==> src/rtl/text_overlay_fade_if.sv <==
// Purpose: VGA pixel bus between chain stages: counters, syncs, blanking and 12-bit RGB.
// Latency: none (wires only).
// Backpressure: none; the pixel stream is free-running.
// Signals: hcount/vcount 11-bit pixel counters, hs/vs syncs, hblnk/vblnk blanking, rgb {r,g,b} 4 bits each.
// Modports: master drives the bus, slave receives it.
interface text_overlay_fade_if;
  logic [10:0] hcount;
  logic        hs;
  logic        hblnk;
  logic [10:0] vcount;
  logic        vs;
  logic        vblnk;
  logic [11:0] rgb;

  modport master (output hcount, hs, hblnk, vcount, vs, vblnk, rgb);
  modport slave  (input  hcount, hs, hblnk, vcount, vs, vblnk, rgb);
endinterface

==> src/rtl/text_overlay_fade.sv <==
// Purpose: overlay that fades the picture in frame steps, then draws scaled, optionally blinking font text.
// Latency: vga_out is vga_in delayed 3 pclk cycles; font ROM address leaves 1 cycle after the pixel arrives.
// Backpressure: none; one pixel in and one pixel out every cycle.
// Ports: pclk/rst (sync, active high); enable/blink levels; vga_in (slave) / vga_out (master) pixel bus;
//        char_xy/char_line font ROM address out, char_pixel ROM row back (bit7 = leftmost); shown = HOLD.
module text_overlay_fade #(
  parameter int          POS_X        = 340,
  parameter int          POS_Y        = 330,
  parameter int          COLS         = 12,
  parameter int          ROWS         = 1,
  parameter int          SCALE_LOG2   = 2,
  parameter logic [11:0] TEXT_COLOR   = 12'hff3,
  parameter int          MAX_DIM      = 2,
  parameter int          STEP_FRAMES  = 8,
  parameter int          BLINK_FRAMES = 30
) (
  input  logic                       pclk,
  input  logic                       rst,
  input  logic                       enable,
  input  logic                       blink,
  input  logic [7:0]                 char_pixel,
  text_overlay_fade_if.slave         vga_in,
  output logic [7:0]                 char_xy,
  output logic [3:0]                 char_line,
  text_overlay_fade_if.master        vga_out,
  output logic                       shown
);

  localparam int          SW         = $clog2(STEP_FRAMES + 1);
  localparam int          BW         = $clog2(BLINK_FRAMES + 1);
  localparam logic [SW-1:0] STEP_LAST  = SW'(STEP_FRAMES - 1);
  localparam logic [BW-1:0] BLINK_LAST = BW'(BLINK_FRAMES - 1);
  localparam logic [1:0]  LVL_MAX    = 2'(MAX_DIM);
  localparam logic [11:0] BOX_W      = 12'(COLS << (3 + SCALE_LOG2));
  localparam logic [11:0] BOX_H      = 12'(ROWS << (4 + SCALE_LOG2));

  typedef enum logic [1:0] {IDLE, FADE_IN, HOLD, FADE_OUT} state_t;

  typedef struct packed {
    logic [10:0] hcount;
    logic        hs;
    logic        hblnk;
    logic [10:0] vcount;
    logic        vs;
    logic        vblnk;
    logic [11:0] rgb;
  } vga_t;

  state_t        state_q, state_d;
  logic [1:0]    level_q, level_d;
  logic [SW-1:0] step_q, step_d;
  logic [BW-1:0] blink_cnt_q, blink_cnt_d;
  logic          blink_off_q, blink_off_d;
  logic          vblnk_prev_q, vblnk_prev_d;
  logic          tick;

  vga_t          bus_in, bus1_q, bus1_d, bus2_q, bus2_d, out_q, out_d;
  logic [7:0]    char_xy_q, char_xy_d;
  logic [3:0]    char_line_q, char_line_d;
  logic          in_box1_q, in_box1_d, in_box2_q, in_box2_d;
  logic [2:0]    bit1_q, bit1_d, bit2_q, bit2_d;
  logic [1:0]    lvl1_q, lvl1_d, lvl2_q, lvl2_d;
  logic          ten1_q, ten1_d, ten2_q, ten2_d;

  logic [11:0]   rel_x, rel_y;
  logic [6:0]    sx;
  logic [7:0]    sy;

  // Frame tick and fade FSM. Leaving a state always restarts the step count; level moves only on ticks.
  always_comb begin
    vblnk_prev_d = vga_in.vblnk;
    tick         = vga_in.vblnk & ~vblnk_prev_q;
    state_d      = state_q;
    level_d      = level_q;
    step_d       = step_q;
    case (state_q)
      IDLE: begin
        level_d = 2'd0;
        if (enable) begin
          state_d = FADE_IN;
          step_d  = '0;
        end
      end
      FADE_IN: begin
        if (!enable) begin
          state_d = FADE_OUT;
          step_d  = '0;
        end else if (level_q == LVL_MAX) begin
          state_d = HOLD;
          step_d  = '0;
        end else if (tick) begin
          if (step_q == STEP_LAST) begin
            level_d = level_q + 2'd1;
            step_d  = '0;
          end else begin
            step_d = step_q + SW'(1);
          end
        end
      end
      HOLD: begin
        level_d = LVL_MAX;
        if (!enable) begin
          state_d = FADE_OUT;
          step_d  = '0;
        end
      end
      FADE_OUT: begin
        if (enable) begin
          state_d = FADE_IN;
          step_d  = '0;
        end else if (level_q == 2'd0) begin
          state_d = IDLE;
          step_d  = '0;
        end else if (tick) begin
          if (step_q == STEP_LAST) begin
            level_d = level_q - 2'd1;
            step_d  = '0;
          end else begin
            step_d = step_q + SW'(1);
          end
        end
      end
      default: begin
        state_d = IDLE;
        level_d = 2'd0;
        step_d  = '0;
      end
    endcase

    // Blink only runs while held with blink requested; otherwise the text is forced visible.
    blink_cnt_d = '0;
    blink_off_d = 1'b0;
    if (state_q == HOLD && blink) begin
      blink_cnt_d = blink_cnt_q;
      blink_off_d = blink_off_q;
      if (tick) begin
        if (blink_cnt_q == BLINK_LAST) begin
          blink_cnt_d = '0;
          blink_off_d = ~blink_off_q;
        end else begin
          blink_cnt_d = blink_cnt_q + BW'(1);
        end
      end
    end
  end

  // Pixel pipeline: address the font ROM, wait for its registered row, then pick text / dimmed / black.
  always_comb begin
    bus_in = {vga_in.hcount, vga_in.hs, vga_in.hblnk, vga_in.vcount,
              vga_in.vs, vga_in.vblnk, vga_in.rgb};
    // Pixels left of / above the box wrap to large values and fail the box compare.
    rel_x  = {1'b0, vga_in.hcount} - 12'(POS_X);
    rel_y  = {1'b0, vga_in.vcount} - 12'(POS_Y);
    sx     = 7'(rel_x >> SCALE_LOG2);
    sy     = 8'(rel_y >> SCALE_LOG2);

    bus1_d      = bus_in;
    char_xy_d   = {sy[7:4], sx[6:3]};
    char_line_d = sy[3:0];
    bit1_d      = sx[2:0];
    in_box1_d   = (rel_x < BOX_W) && (rel_y < BOX_H);
    lvl1_d      = level_q;
    ten1_d      = (state_q == HOLD) && !blink_off_q;

    bus2_d    = bus1_q;
    in_box2_d = in_box1_q;
    bit2_d    = bit1_q;
    lvl2_d    = lvl1_q;
    ten2_d    = ten1_q;

    out_d = bus2_q;
    if (bus2_q.hblnk || bus2_q.vblnk) begin
      out_d.rgb = 12'h000;
    end else if (ten2_q && in_box2_q && char_pixel[3'd7 - bit2_q]) begin
      out_d.rgb = TEXT_COLOR;
    end else begin
      out_d.rgb = {bus2_q.rgb[11:8] >> lvl2_q, bus2_q.rgb[7:4] >> lvl2_q, bus2_q.rgb[3:0] >> lvl2_q};
    end
  end

  always_ff @(posedge pclk) begin
    if (rst) begin
      state_q      <= IDLE;
      level_q      <= 2'd0;
      step_q       <= '0;
      blink_cnt_q  <= '0;
      blink_off_q  <= 1'b0;
      vblnk_prev_q <= 1'b0;
      bus1_q       <= '0;
      bus2_q       <= '0;
      out_q        <= '0;
      char_xy_q    <= 8'd0;
      char_line_q  <= 4'd0;
      in_box1_q    <= 1'b0;
      in_box2_q    <= 1'b0;
      bit1_q       <= 3'd0;
      bit2_q       <= 3'd0;
      lvl1_q       <= 2'd0;
      lvl2_q       <= 2'd0;
      ten1_q       <= 1'b0;
      ten2_q       <= 1'b0;
    end else begin
      state_q      <= state_d;
      level_q      <= level_d;
      step_q       <= step_d;
      blink_cnt_q  <= blink_cnt_d;
      blink_off_q  <= blink_off_d;
      vblnk_prev_q <= vblnk_prev_d;
      bus1_q       <= bus1_d;
      bus2_q       <= bus2_d;
      out_q        <= out_d;
      char_xy_q    <= char_xy_d;
      char_line_q  <= char_line_d;
      in_box1_q    <= in_box1_d;
      in_box2_q    <= in_box2_d;
      bit1_q       <= bit1_d;
      bit2_q       <= bit2_d;
      lvl1_q       <= lvl1_d;
      lvl2_q       <= lvl2_d;
      ten1_q       <= ten1_d;
      ten2_q       <= ten2_d;
    end
  end

  assign char_xy        = char_xy_q;
  assign char_line      = char_line_q;
  assign shown          = (state_q == HOLD);
  assign vga_out.hcount = out_q.hcount;
  assign vga_out.hs     = out_q.hs;
  assign vga_out.hblnk  = out_q.hblnk;
  assign vga_out.vcount = out_q.vcount;
  assign vga_out.vs     = out_q.vs;
  assign vga_out.vblnk  = out_q.vblnk;
  assign vga_out.rgb    = out_q.rgb;

endmodule

==> src/flat_wrapper.sv <==
// flat-port wrapper written by rule: the top's interface ports become plain ports
module text_overlay_fade_flat 
#(
  parameter int          POS_X        = 340,
  parameter int          POS_Y        = 330,
  parameter int          COLS         = 12,
  parameter int          ROWS         = 1,
  parameter int          SCALE_LOG2   = 2,
  parameter logic [11:0] TEXT_COLOR   = 12'hff3,
  parameter int          MAX_DIM      = 2,
  parameter int          STEP_FRAMES  = 8,
  parameter int          BLINK_FRAMES = 30
)
  (pclk, rst, enable, blink, char_pixel, char_xy, char_line, shown, vga_in_hcount, vga_in_hs, vga_in_hblnk, vga_in_vcount, vga_in_vs, vga_in_vblnk, vga_in_rgb, vga_out_hcount, vga_out_hs, vga_out_hblnk, vga_out_vcount, vga_out_vs, vga_out_vblnk, vga_out_rgb);
  text_overlay_fade_if vga_in_i ();
  text_overlay_fade_if vga_out_i ();
  input  logic pclk;
  input  logic rst;
  input  logic enable;
  input  logic blink;
  input  logic [7:0] char_pixel;
  output logic [7:0] char_xy;
  output logic [3:0] char_line;
  output logic shown;
  input wire logic [$bits(vga_in_i.hcount)-1:0] vga_in_hcount;
  input wire logic [$bits(vga_in_i.hs)-1:0] vga_in_hs;
  input wire logic [$bits(vga_in_i.hblnk)-1:0] vga_in_hblnk;
  input wire logic [$bits(vga_in_i.vcount)-1:0] vga_in_vcount;
  input wire logic [$bits(vga_in_i.vs)-1:0] vga_in_vs;
  input wire logic [$bits(vga_in_i.vblnk)-1:0] vga_in_vblnk;
  input wire logic [$bits(vga_in_i.rgb)-1:0] vga_in_rgb;
  output wire logic [$bits(vga_out_i.hcount)-1:0] vga_out_hcount;
  output wire logic [$bits(vga_out_i.hs)-1:0] vga_out_hs;
  output wire logic [$bits(vga_out_i.hblnk)-1:0] vga_out_hblnk;
  output wire logic [$bits(vga_out_i.vcount)-1:0] vga_out_vcount;
  output wire logic [$bits(vga_out_i.vs)-1:0] vga_out_vs;
  output wire logic [$bits(vga_out_i.vblnk)-1:0] vga_out_vblnk;
  output wire logic [$bits(vga_out_i.rgb)-1:0] vga_out_rgb;
  assign vga_in_i.hcount = vga_in_hcount;
  assign vga_in_i.hs = vga_in_hs;
  assign vga_in_i.hblnk = vga_in_hblnk;
  assign vga_in_i.vcount = vga_in_vcount;
  assign vga_in_i.vs = vga_in_vs;
  assign vga_in_i.vblnk = vga_in_vblnk;
  assign vga_in_i.rgb = vga_in_rgb;
  assign vga_out_hcount = vga_out_i.hcount;
  assign vga_out_hs = vga_out_i.hs;
  assign vga_out_hblnk = vga_out_i.hblnk;
  assign vga_out_vcount = vga_out_i.vcount;
  assign vga_out_vs = vga_out_i.vs;
  assign vga_out_vblnk = vga_out_i.vblnk;
  assign vga_out_rgb = vga_out_i.rgb;
  text_overlay_fade #(.POS_X(POS_X), .POS_Y(POS_Y), .COLS(COLS), .ROWS(ROWS), .SCALE_LOG2(SCALE_LOG2), .TEXT_COLOR(TEXT_COLOR), .MAX_DIM(MAX_DIM), .STEP_FRAMES(STEP_FRAMES), .BLINK_FRAMES(BLINK_FRAMES)) u_core (.pclk(pclk), .rst(rst), .enable(enable), .blink(blink), .char_pixel(char_pixel), .vga_in(vga_in_i), .char_xy(char_xy), .char_line(char_line), .vga_out(vga_out_i), .shown(shown));
endmodule
==> config.mk <==
export PLATFORM = sky130hd
export DESIGN_NAME = text_overlay_fade_flat
export DESIGN_NICKNAME = d
export VERILOG_FILES = /design/src/rtl/text_overlay_fade_if.sv /design/src/rtl/text_overlay_fade.sv /design/src/flat_wrapper.sv
export SDC_FILE = /design/constraint.sdc
export NUM_CORES = 1
export LEC_CHECK = 0
export BUFFER_PORTS_ARGS = -buffer_cell sky130_fd_sc_hd__buf_4
export CAP_MARGIN = 20
export CORE_UTILIZATION = 39
export CTS_CLUSTER_DIAMETER = 100
export CTS_CLUSTER_SIZE = 30
export DETAILED_ROUTE_END_ITERATION = 16
export GPL_TIMING_DRIVEN = 1
export MAX_ROUTING_LAYER = met4
export SYNTH_ARGS = -nofsm -noshare
export SYNTH_HDL_FRONTEND = slang
export SYNTH_SLANG_ARGS = --single-unit
==> constraint.sdc <==
create_clock -name pclk -period 1.9 [get_ports pclk]
set_input_delay 0.57 -clock pclk [delete_from_list [all_inputs] [get_ports pclk]]
set_output_delay 0.57 -clock pclk [all_outputs]
set_load 0.01 [all_outputs]
==> out/metrics.csv, run 1 <==
metric,value,unit
status,"complete, no violations",
cellLeakagePower,0.00291,µW
grt_pass1_vias,3331,
grt_first_pass_wirelength,15400,µm
detailroute.via_count,3477,
crit_cells,4,
crit_path_end_kind,primary output,
ys_top_cells_by_count,"154 x sky130_fd_sc_hd__dfxtp_1, 114 x sky130_fd_sc_hd__nor2b_1, 39 x sky130_fd_sc_hd__nor2_1",
synthXorXnorAreaFrac,2.89,%
number_of_flops_mapped_to_enable_cells_by_yosys,0,
synthesis.instances,474,
synth_simple_gate_area_share,22.0,%
combinational_family_with_the_most_area_after_synthesis,simple AND/OR/NAND/NOR gates,
clock_tree_from_tritoncts,done,
fmax,544,MHz
finalHoldViolations,0,
yosysSeqAreaShare,59.9,%
fin_total_pwr,8030,µW
reg2regPathDepth,7,
synth.yosys.warnings,0,
worst_path_most_repeated_cell,sky130_fd_sc_hd__buf_4,
floorplan.io_pins,101,
hold-path-cell-count,2,
grt.total_usage,15.7,%
timing.final.max_slew_violations,0,
clk_transition_reported_paths,60,ps
critical_path.max_stage_delay,350,ps
die_x,117,µm
critical_path_class,reg2out,
cts_root_buf,sky130_fd_sc_hd__clkbuf_16,
synth.largest_area_cell,sky130_fd_sc_hd__dfxtp_1,
grt_ovf,0,
synth_nets,534,
synth.top_cells.by_area,"sky130_fd_sc_hd__dfxtp_1 60%, sky130_fd_sc_hd__nor2b_1 14%, sky130_fd_sc_hd__nor2_1 2.8%",
nets,643,
synthArstFlopShare,0,%
drc_errors,0,
worstPathArrival,1270,ps
critical-path-slowest-cell,sky130_fd_sc_hd__dfxtp_4,
grt_setup_unrepaired,no,
start_util,40.5,%
critical_path_peak_fanout,6,
vias_per_cell,4.53,
timing.final.crit_share,96.8,%
synthesis_stage_register_bit_count,154,
critical_path_buf_inv_count,3,
ys_dominant_reg_cell,sky130_fd_sc_hd__dfxtp_1,
dr.pass1.iters,4,
area_delta_synth_final,31.8,%
multiInputGateArea,1930,µm²
clock_tree.htree_level_count,4,
netlist.area_leader.share,59.9,%
grt_antenna_before_repair,0,
fillers,1164,
tightestPinTransition,613,ps
place.detailed.hpwl,6630,µm
fp-row-count,41,
cts_made_buffers,17,
yosysMostFrequentCell,sky130_fd_sc_hd__dfxtp_1,
ir_worst_vdd,0.755,mV
design.core.area,12700,µm²
cp-start-kind,register,
power-per-cell-area,1180,nW/µm²
clock_latency,410,ps
cp_cell_sequence,"inv_4, ha_2, buf_4, buf_4",
max_slew_margin,59.2,%
post_synth_instance_area,5150,µm²
timing.critical_path.required,1330,ps
synthMuxAreaShare,4.62,%
layout-drive-gt1-share,26.7,%
detail_route.iter0.violations,151,
cts_max_path_bufs,2,
die_height,117,µm
synth_compound_gate_area_share,5.59,%
cp_top_family,flip-flops,
post-route-util,53.3,%
die-area,13700,µm²
gp_routability_congestion,0.781,
detail_route.wl_per_cell,12.6,µm
syn_avg_cell_area,10.9,µm²
whs,343,ps
final_setup_violation_count,0,
postRouteWirelength,9660,µm
grt_start_max_net_pins,66,
seqCellArea,3090,µm²
worstHoldPathType,in2reg,
diodes,0,
synth_adder_area_share,2.43,%
clock-sinks,154,
yosysUniqueCellTypes,49,
timing.clock.skew,2.90,ps
period_needed,1840,ps
route.antenna.remaining_nets,0,
count_of_buffers_inserted_at_the_top_level_ports,100,
max_cap_violations,0,
[logic make-up after synthesis]
| logic type | count (synthesis) |
|---|---|
| fa+ha+maj | 10 |
| simple gates | 194 |
| xor+xnor | 17 |
| mux | 20 |
| buf+inv | 33 |
| compound gates | 46 |
| flops | 154 |
[flip-flops by register name, indices dropped and copies added, names as in the netlist, 3 cells and up]
signal                 flops
u_core.bit1_q              3
u_core.bus2_q             38
u_core.vga_out.vcount     11
u_core.vga_out.rgb        12
u_core.char_line           4
u_core.bus1_q             37
u_core.char_xy             8
u_core.bit2_q              3
u_core.step_q              4
u_core.blink_cnt_q         5
u_core.vga_out.hcount     11
[final cells by class]
class / count / share of cell area (%)
sequential: 154 / 45.5
multi-input combinational: 287 / 28.5
timing repair buffer: 113 / 12.5
clock buffer: 26 / 7.80
tap: 172 / 3.17
clock inverter: 6 / 1.92
inverter: 10 / 0.590
[through the flow]
step                      cell area [µm²]  TNS, ps  cells  setup slack, ps
after floorplan                      5150        0    474              184
after global placement               6110    -10.7    735            -8.84
after detailed placement             6110     -119    735            -61.5
after CTS                            6780        0    768             23.1
after global routing                 6790        0    768             4.69
final                                6790        0    768             61.0
[worst reg2reg max path, delay by kind of cell (launching register included)]
family | cells | cell delay, ps
AO/OA/AOI/OAI | 2 | 510
adder cells (fa/ha/maj) | 1 | 250
buffers and inverters | 1 | 120
flip-flops | 1 | 350
multiplexers | 2 | 330
AND/OR/NAND/NOR | 1 | 50
[what timing repair did]
| action | 4_1_cts | 5_1_grt |
|---|---|---|
| hold buffers | 0 | 0 |
| gates resized for setup | 4 | 2 |
| endpoints found under the hold margin | 0 | 0 |
| setup buffers | 1 | 0 |
| setup endpoints to repair | 1 | 1 |
| cloned | 0 | 0 |
| pin swaps | 0 | 0 |
[metal layers]
metal	part of all wire [%]	global-route usage, %	wire, µm	vias to the layer above
li1	-	-	-	1749
met1	45	17.9	4380	1612
met2	46	24.2	4480	105
met3	6.9	6.54	670	11
met4	1.4	6.92	138	0
met5	0	-	0	-
[path summary, 6_finish.rpt]
path | start | to | slack [ps]
worst min register to register | u_core.bus1_q[36]$_SDFF_PP0_ | u_core.bus2_q[36]$_SDFF_PP0_ | 430
worst max-delay path | u_core.state_q[0]$_SDFFE_PP0P_ | shown | 60
worst max register to register | u_core.state_q[0]$_SDFFE_PP0P_ | u_core.level_q[0]$_SDFFE_PP0P_ | 160
worst min-delay path | vga_in_hcount[2] | u_core.bit1_q[0]$_SDFF_PP0_ | 340
[power breakdown]
group,leakage (µW),total [µW],internal [µW],switching (µW)
Clock,0.000327,3640,2440,1200
Sequential,0.00127,3520,3420,101
Combinational,0.00131,863,441,421
[cells in the final DEF (no fill, tap or decap), types with 5 or more instances in the layout]
cell	n
sky130_fd_sc_hd__a21oi_1	20
sky130_fd_sc_hd__buf_4	113
sky130_fd_sc_hd__clkbuf_16	17
sky130_fd_sc_hd__clkbuf_8	7
sky130_fd_sc_hd__dfxtp_1	152
sky130_fd_sc_hd__ha_1	9
sky130_fd_sc_hd__inv_1	9
sky130_fd_sc_hd__mux2i_1	14
sky130_fd_sc_hd__nand2_1	11
sky130_fd_sc_hd__nor2_1	39
sky130_fd_sc_hd__nor2b_1	114
sky130_fd_sc_hd__o21ai_0	9
sky130_fd_sc_hd__xnor2_1	5
sky130_fd_sc_hd__xor2_1	12
(Power assumes the default switching activity.)
==> run 2, diff against run 1 <==
--- a/config.mk
+++ b/config.mk
@@ -7,12 +7,14 @@
 export LEC_CHECK = 0
 export BUFFER_PORTS_ARGS = -buffer_cell sky130_fd_sc_hd__buf_4
 export CAP_MARGIN = 20
-export CORE_UTILIZATION = 39
+export CORE_UTILIZATION = 50
+export CTS_BUF_LIST = sky130_fd_sc_hd__clkbuf_4
 export CTS_CLUSTER_DIAMETER = 100
 export CTS_CLUSTER_SIZE = 30
 export DETAILED_ROUTE_END_ITERATION = 16
 export GPL_TIMING_DRIVEN = 1
 export MAX_ROUTING_LAYER = met4
+export PLACE_DENSITY = 0.73
 export SYNTH_ARGS = -nofsm -noshare
 export SYNTH_HDL_FRONTEND = slang
 export SYNTH_SLANG_ARGS = --single-unit
==> run 2 against run 1 <==
Fmax grew 1.5%. Clock skew up 6.7 ps. Critical path type unchanged. Critical path depth shrank 1. Largest cell class unchanged. Largest power group is now sequential cells.
==> out/metrics.csv, run 2 (synthesis results as in run 1) <==
metric,value,unit
critical_path_buf_inv_count,2,
drc_errors,0,
clock_latency,510,ps
instances_no_fill,731,
layout-drive-gt1-share,27.1,%
tightestPinTransition,536,ps
clock_tree_from_tritoncts,done,
start_util,52.2,%
design.core.area,9860,µm²
critical-path-slowest-cell,sky130_fd_sc_hd__dfxtp_4,
clock_tree.htree_level_count,4,
cts_hold_repair.buffers,0,
count_of_buffers_inserted_at_the_top_level_ports,100,
dr.pass1.iters,4,
postRouteWirelength,8980,µm
period_needed,1810,ps
area_delta_synth_final,24.5,%
wl_met3,508,µm
vias_per_cell,4.68,
grt_setup_unrepaired,no,
setup_tns,0,ps
fmax,552,MHz
die_x,103,µm
largest_register_ff_count,38,
diodes,0,
top_layer,met4,
grt.total_usage,17.7,%
critical_path_peak_fanout,5,
detailroute.wirelength.met2,4480,µm
cp-start-kind,register,
hold-path-cell-count,2,
reg2regPathDepth,7,
timing.critical_path.to,shown,
clk_transition_reported_paths,110,ps
status,"complete, no violations",
ff_to_ff_start,u_core.state_q[0]$_SDFFE_PP0P_,
seqCellArea,3090,µm²
crit_path_start,u_core.state_q[0]$_SDFFE_PP0P_,
grt_antenna_before_repair,0,
cts_made_buffers,17,
final_critical_path_setup_slack,89.0,ps
critical_path.max_stage_delay,390,ps
max_cap_violations,0,
max_slew_margin,64.2,%
clock-sinks,154,
final_common_cell,sky130_fd_sc_hd__dfxtp_1,
power-per-cell-area,992,nW/µm²
ir_worst_vdd,0.465,mV
drt-met1-wl,3900,µm
detail_route.wl_per_cell,12.3,µm
grt_first_pass_wirelength,13800,µm
final_setup_violation_count,0,
dp.cells,694,
die_height,103,µm
fp-row-count,36,
detail_route.iter0.violations,83,
route.antenna.remaining_nets,0,
cts_max_path_bufs,2,
grt_start_max_net_pins,77,
minimum_setup_slack_after_placement,-83.2,ps
die-area,10700,µm²
crit_cells,3,
cp_top_family,flip-flops,
critical_path_class,reg2out,
most_used_cells_in_the_layout_excluding_fill_and_tap_cells,"152 x sky130_fd_sc_hd__dfxtp_1, 114 x sky130_fd_sc_hd__nor2b_1, 113 x sky130_fd_sc_hd__buf_4",
timing.critical_path.required,1330,ps
worstPathArrival,1240,ps
grt_ovf,0,
whs,228,ps
timing.final.crit_share,95.3,%
detailroute.via_count,3419,
multiInputGateArea,1940,µm²
cts_root_buf,sky130_fd_sc_hd__clkbuf_4,
finalHoldViolations,0,
floorplan.io_pins,101,
cellLeakagePower,0.00275,µW
place.detailed.hpwl,6150,µm
nets,645,
cp_cell_sequence,"inv_6, ha_4, buf_4",
timing.final.max_slew_violations,0,
gp_routability_congestion,0.824,
timing.clock.skew,9.59,ps
worst_case_register_to_register_setup_slack,130,ps
worstHoldPathType,in2reg,
fillers,777,
crit_path_end_kind,primary output,
largest_register,u_core.bus2_q,
grt_pass1_vias,3075,
timing.rr.end,u_core.level_q[0]$_SDFFE_PP0P_,
[run 2: cell types whose count changed in the layout (fill, tap and decap cells not counted), sizes merged]
cell      previous run  this run
buf                113       115
inv                 10        11
clkinv               2         5
clkbuf              26        21
bufinv               4         2
clkinvlp             0         3
[run 2: repair_timing]
item,in CTS,in global routing
setup endpoints to repair,1,1
buffers inserted,1,4
gates resized for setup,7,1
hold endpoints to repair,0,0
[run 2: worst min path at each step]
stage,startpoint,to
after floorplan,u_core.bit1_q[0]$_SDFF_PP0_,u_core.bit2_q[0]$_SDFF_PP0_
after global placement,u_core.bus1_q[31]$_SDFF_PP0_,u_core.bus2_q[31]$_SDFF_PP0_
after detailed placement,u_core.bus1_q[11]$_SDFF_PP0_,u_core.bus2_q[11]$_SDFF_PP0_
after CTS,vga_in_hcount[2],u_core.bit1_q[0]$_SDFF_PP0_
after global routing,vga_in_hcount[2],u_core.bit1_q[0]$_SDFF_PP0_
final,vga_in_hcount[2],u_core.bit1_q[0]$_SDFF_PP0_
[run 2: layer usage]
metal	track usage [%]	vias to the layer above
met1	19.7	1566
met4	7.69	0
li1	-	1762
met3	6.59	8
met5	-	-
met2	28.4	83
[run 2: power breakdown]
part	total, µW	switching (µW)	internal [µW]
sequential	3520	106	3420
combinational	935	447	487
clock	1900	1060	839
total	6360	1610	4740
[run 2: layout make-up]
cell class	count	share of cell area, %
flip-flops and latches	154	48.2
multi-input cells	287	30.3
clock inverters	11	1.91
inverters	10	0.664
clock buffers	21	2.46
repair buffers	115	13.9
well taps	133	2.60
[run 2: metrics by stage]
stage,util [%],cell area (µm²),total power (µW)
after CTS,64.6,6380,6360
final,65.0,6410,6360
after floorplan,-,5150,4100
after detailed placement,61.5,6070,4420
after global placement,61.5,6070,4380
after global routing,65.0,6410,6680
==> run 3, diff against run 2 <==
--- a/config.mk
+++ b/config.mk
@@ -8,7 +8,7 @@
 export BUFFER_PORTS_ARGS = -buffer_cell sky130_fd_sc_hd__buf_4
 export CAP_MARGIN = 20
 export CORE_UTILIZATION = 50
-export CTS_BUF_LIST = sky130_fd_sc_hd__clkbuf_4
+export CTS_BUF_LIST = sky130_fd_sc_hd__clkbuf_8 sky130_fd_sc_hd__clkbuf_16
 export CTS_CLUSTER_DIAMETER = 100
 export CTS_CLUSTER_SIZE = 30
 export DETAILED_ROUTE_END_ITERATION = 16
==> run 3 against run 2 <==
Register-to-register slack improved by 40 ps. Via count fell by 1.3%. Die area unchanged. Clock-buffer cell count is 3 lower. Clock skew decreased by 4.7 ps. Fmax fell by 1.9%. First-iteration DRC count fell by 7.2%. Critical path depth unchanged. Worst hold slack improved by 5.5 ps. Cell area increased by 3.9%. Largest power group unchanged.
==> out/metrics.csv, run 3 (synthesis results as in run 1) <==
metric,value,unit
timing.final.crit_share,97.1,%
cp-start-kind,register,
die-area,10700,µm²
most_used_cells_in_the_layout_excluding_fill_and_tap_cells,"152 x sky130_fd_sc_hd__dfxtp_1, 114 x sky130_fd_sc_hd__nor2b_1, 109 x sky130_fd_sc_hd__buf_4",
worst_case_register_to_register_setup_slack,170,ps
route.antenna.remaining_nets,0,
hold-path-cell-count,2,
fmax,542,MHz
count_of_buffers_inserted_at_the_top_level_ports,100,
vias_per_cell,4.64,
clock_tree.htree_level_count,4,
grt.total_usage,18.1,%
timing.final.max_slew_violations,0,
power-per-cell-area,1130,nW/µm²
grt_ovf,0,
clock_tree_from_tritoncts,done,
post-route-util,67.5,%
postRouteWirelength,9060,µm
drc_errors,0,
ff_to_ff_start,u_core.bit2_q[0]$_SDFF_PP0_,
nets,641,
clock-sinks,154,
timing.clock.skew,4.87,ps
max_slew_margin,64.4,%
grt_first_pass_wirelength,14000,µm
cellLeakagePower,0.00286,µW
ir_worst_vdd,0.530,mV
grt_pass1_vias,3106,
tightestPinTransition,533,ps
max_cap_violations,0,
die_x,103,µm
design.core.area,9860,µm²
grt_antenna_before_repair,0,
fin_total_pwr,7510,µW
cts_root_buf,sky130_fd_sc_hd__clkbuf_8,
hold-path-endpoint,u_core.bit1_q[0]$_SDFF_PP0_,
die_height,103,µm
gp_routability_congestion,0.824,
diodes,0,
clock_latency,510,ps
grt_start_max_net_pins,77,
largest_register,u_core.bus2_q,
multiInputGateArea,1940,µm²
worstPathArrival,1280,ps
fillers,751,
area_delta_synth_final,29.3,%
grt_setup_unrepaired,no,
crit_path_end_kind,primary output,
fp-row-count,36,
status,"complete, no violations",
detail_route.iter0.violations,77,
critical_path_peak_fanout,6,
place.detailed.hpwl,6150,µm
period_needed,1850,ps
cts_made_buffers,17,
worstHoldPathType,in2reg,
reg2regPathDepth,4,
start_util,52.2,%
clk_transition_reported_paths,60,ps
final_common_cell,sky130_fd_sc_hd__dfxtp_1,
floorplan.io_pins,101,
seqCellArea,3090,µm²
finalHoldViolations,0,
final_setup_violation_count,0,
detailroute.via_count,3374,
largest_register_ff_count,38,
timing.rr.end,u_core.vga_out.rgb[2]$_SDFF_PP0_,
cts_max_path_bufs,2,
detail_route.wl_per_cell,12.5,µm
critical_path_class,reg2out,
timing.critical_path.required,1330,ps
min-delay-start,vga_in_hcount[2],
dr.pass1.iters,4,
layout-drive-gt1-share,26.1,%
-- run 3: cell types whose count changed in the layout (fill, tap and decap cells not counted) --
cell and change:
sky130_fd_sc_hd__inv_1 +4, sky130_fd_sc_hd__clkbuf_16 +16, sky130_fd_sc_hd__inv_4 +1, sky130_fd_sc_hd__buf_4 -4, sky130_fd_sc_hd__clkbuf_4 -21, sky130_fd_sc_hd__inv_6 -1, sky130_fd_sc_hd__clkbuf_8 +2, sky130_fd_sc_hd__clkinv_1 -1
-- run 3: worst max path at each step --
stage	endpoint	from	slack, ps	depth (start not counted)
floorplan	u_core.in_box1_q$_SDFF_PP0_	vga_in_vcount[1]	180	7
global placement	u_core.vga_out.rgb[2]$_SDFF_PP0_	char_pixel[2]	-40	5
detailed placement	u_core.vga_out.rgb[2]$_SDFF_PP0_	char_pixel[2]	-80	5
CTS	shown	u_core.state_q[0]$_SDFFE_PP0P_	0.2	3
global route	shown	u_core.state_q[0]$_SDFFE_PP0P_	3	3
finish	shown	u_core.state_q[0]$_SDFFE_PP0P_	50	3
-- run 3: layer usage --
metal	wire [µm]	vias to the layer above	track usage, %
li1	-	1751	-
met1	3860	1528	19.7
met2	4570	84	29.3
met3	511	11	7.19
met4	114	0	8.02
met5	0	-	-
-- run 3: cell type report --
cell class	count	area share [%]
Tap cell	133	2.50
Inverter	10	0.601
Sequential cell	154	46.4
Clock buffer	18	6.43
Clock inverter	14	2.01
Timing Repair Buffer	111	12.9
Multi-Input combinational cell	287	29.2
-- run 3: metrics by stage --
stage | cell area (µm²) | setup slack, ps | hold WS [ps] | setup TNS [ps] | std cells
after floorplan | 5150 | 184 | 414 | 0 | 474
after global placement | 6070 | -39.7 | 417 | -39.7 | 694
after detailed placement | 6070 | -83.2 | 420 | -212 | 694
after CTS | 6650 | 0.193 | 210 | 0 | 726
after global routing | 6660 | 2.78 | 202 | 0 | 727
final | 6660 | 54.6 | 234 | 0 | 727
-- run 3: where the power goes --
part	switching (µW)	internal, µW	leakage (µW)	total [µW]
clock network	1230	1880	0.000282	3110
registers	114	3420	0.00127	3540
logic	420	447	0.00132	867
-- run 3: critical path: stages, from the launching register on --
cell	delay, ps
sky130_fd_sc_hd__dfxtp_4	380
sky130_fd_sc_hd__inv_4	60
sky130_fd_sc_hd__ha_4	170
sky130_fd_sc_hd__buf_4	140
-- run 3: timing repair --
action	in CTS	in global routing
resized for setup	5	2
hold buffers	0	0
buffers inserted	0	1
setup endpoints to repair	1	3
endpoints found under the hold margin	0	0
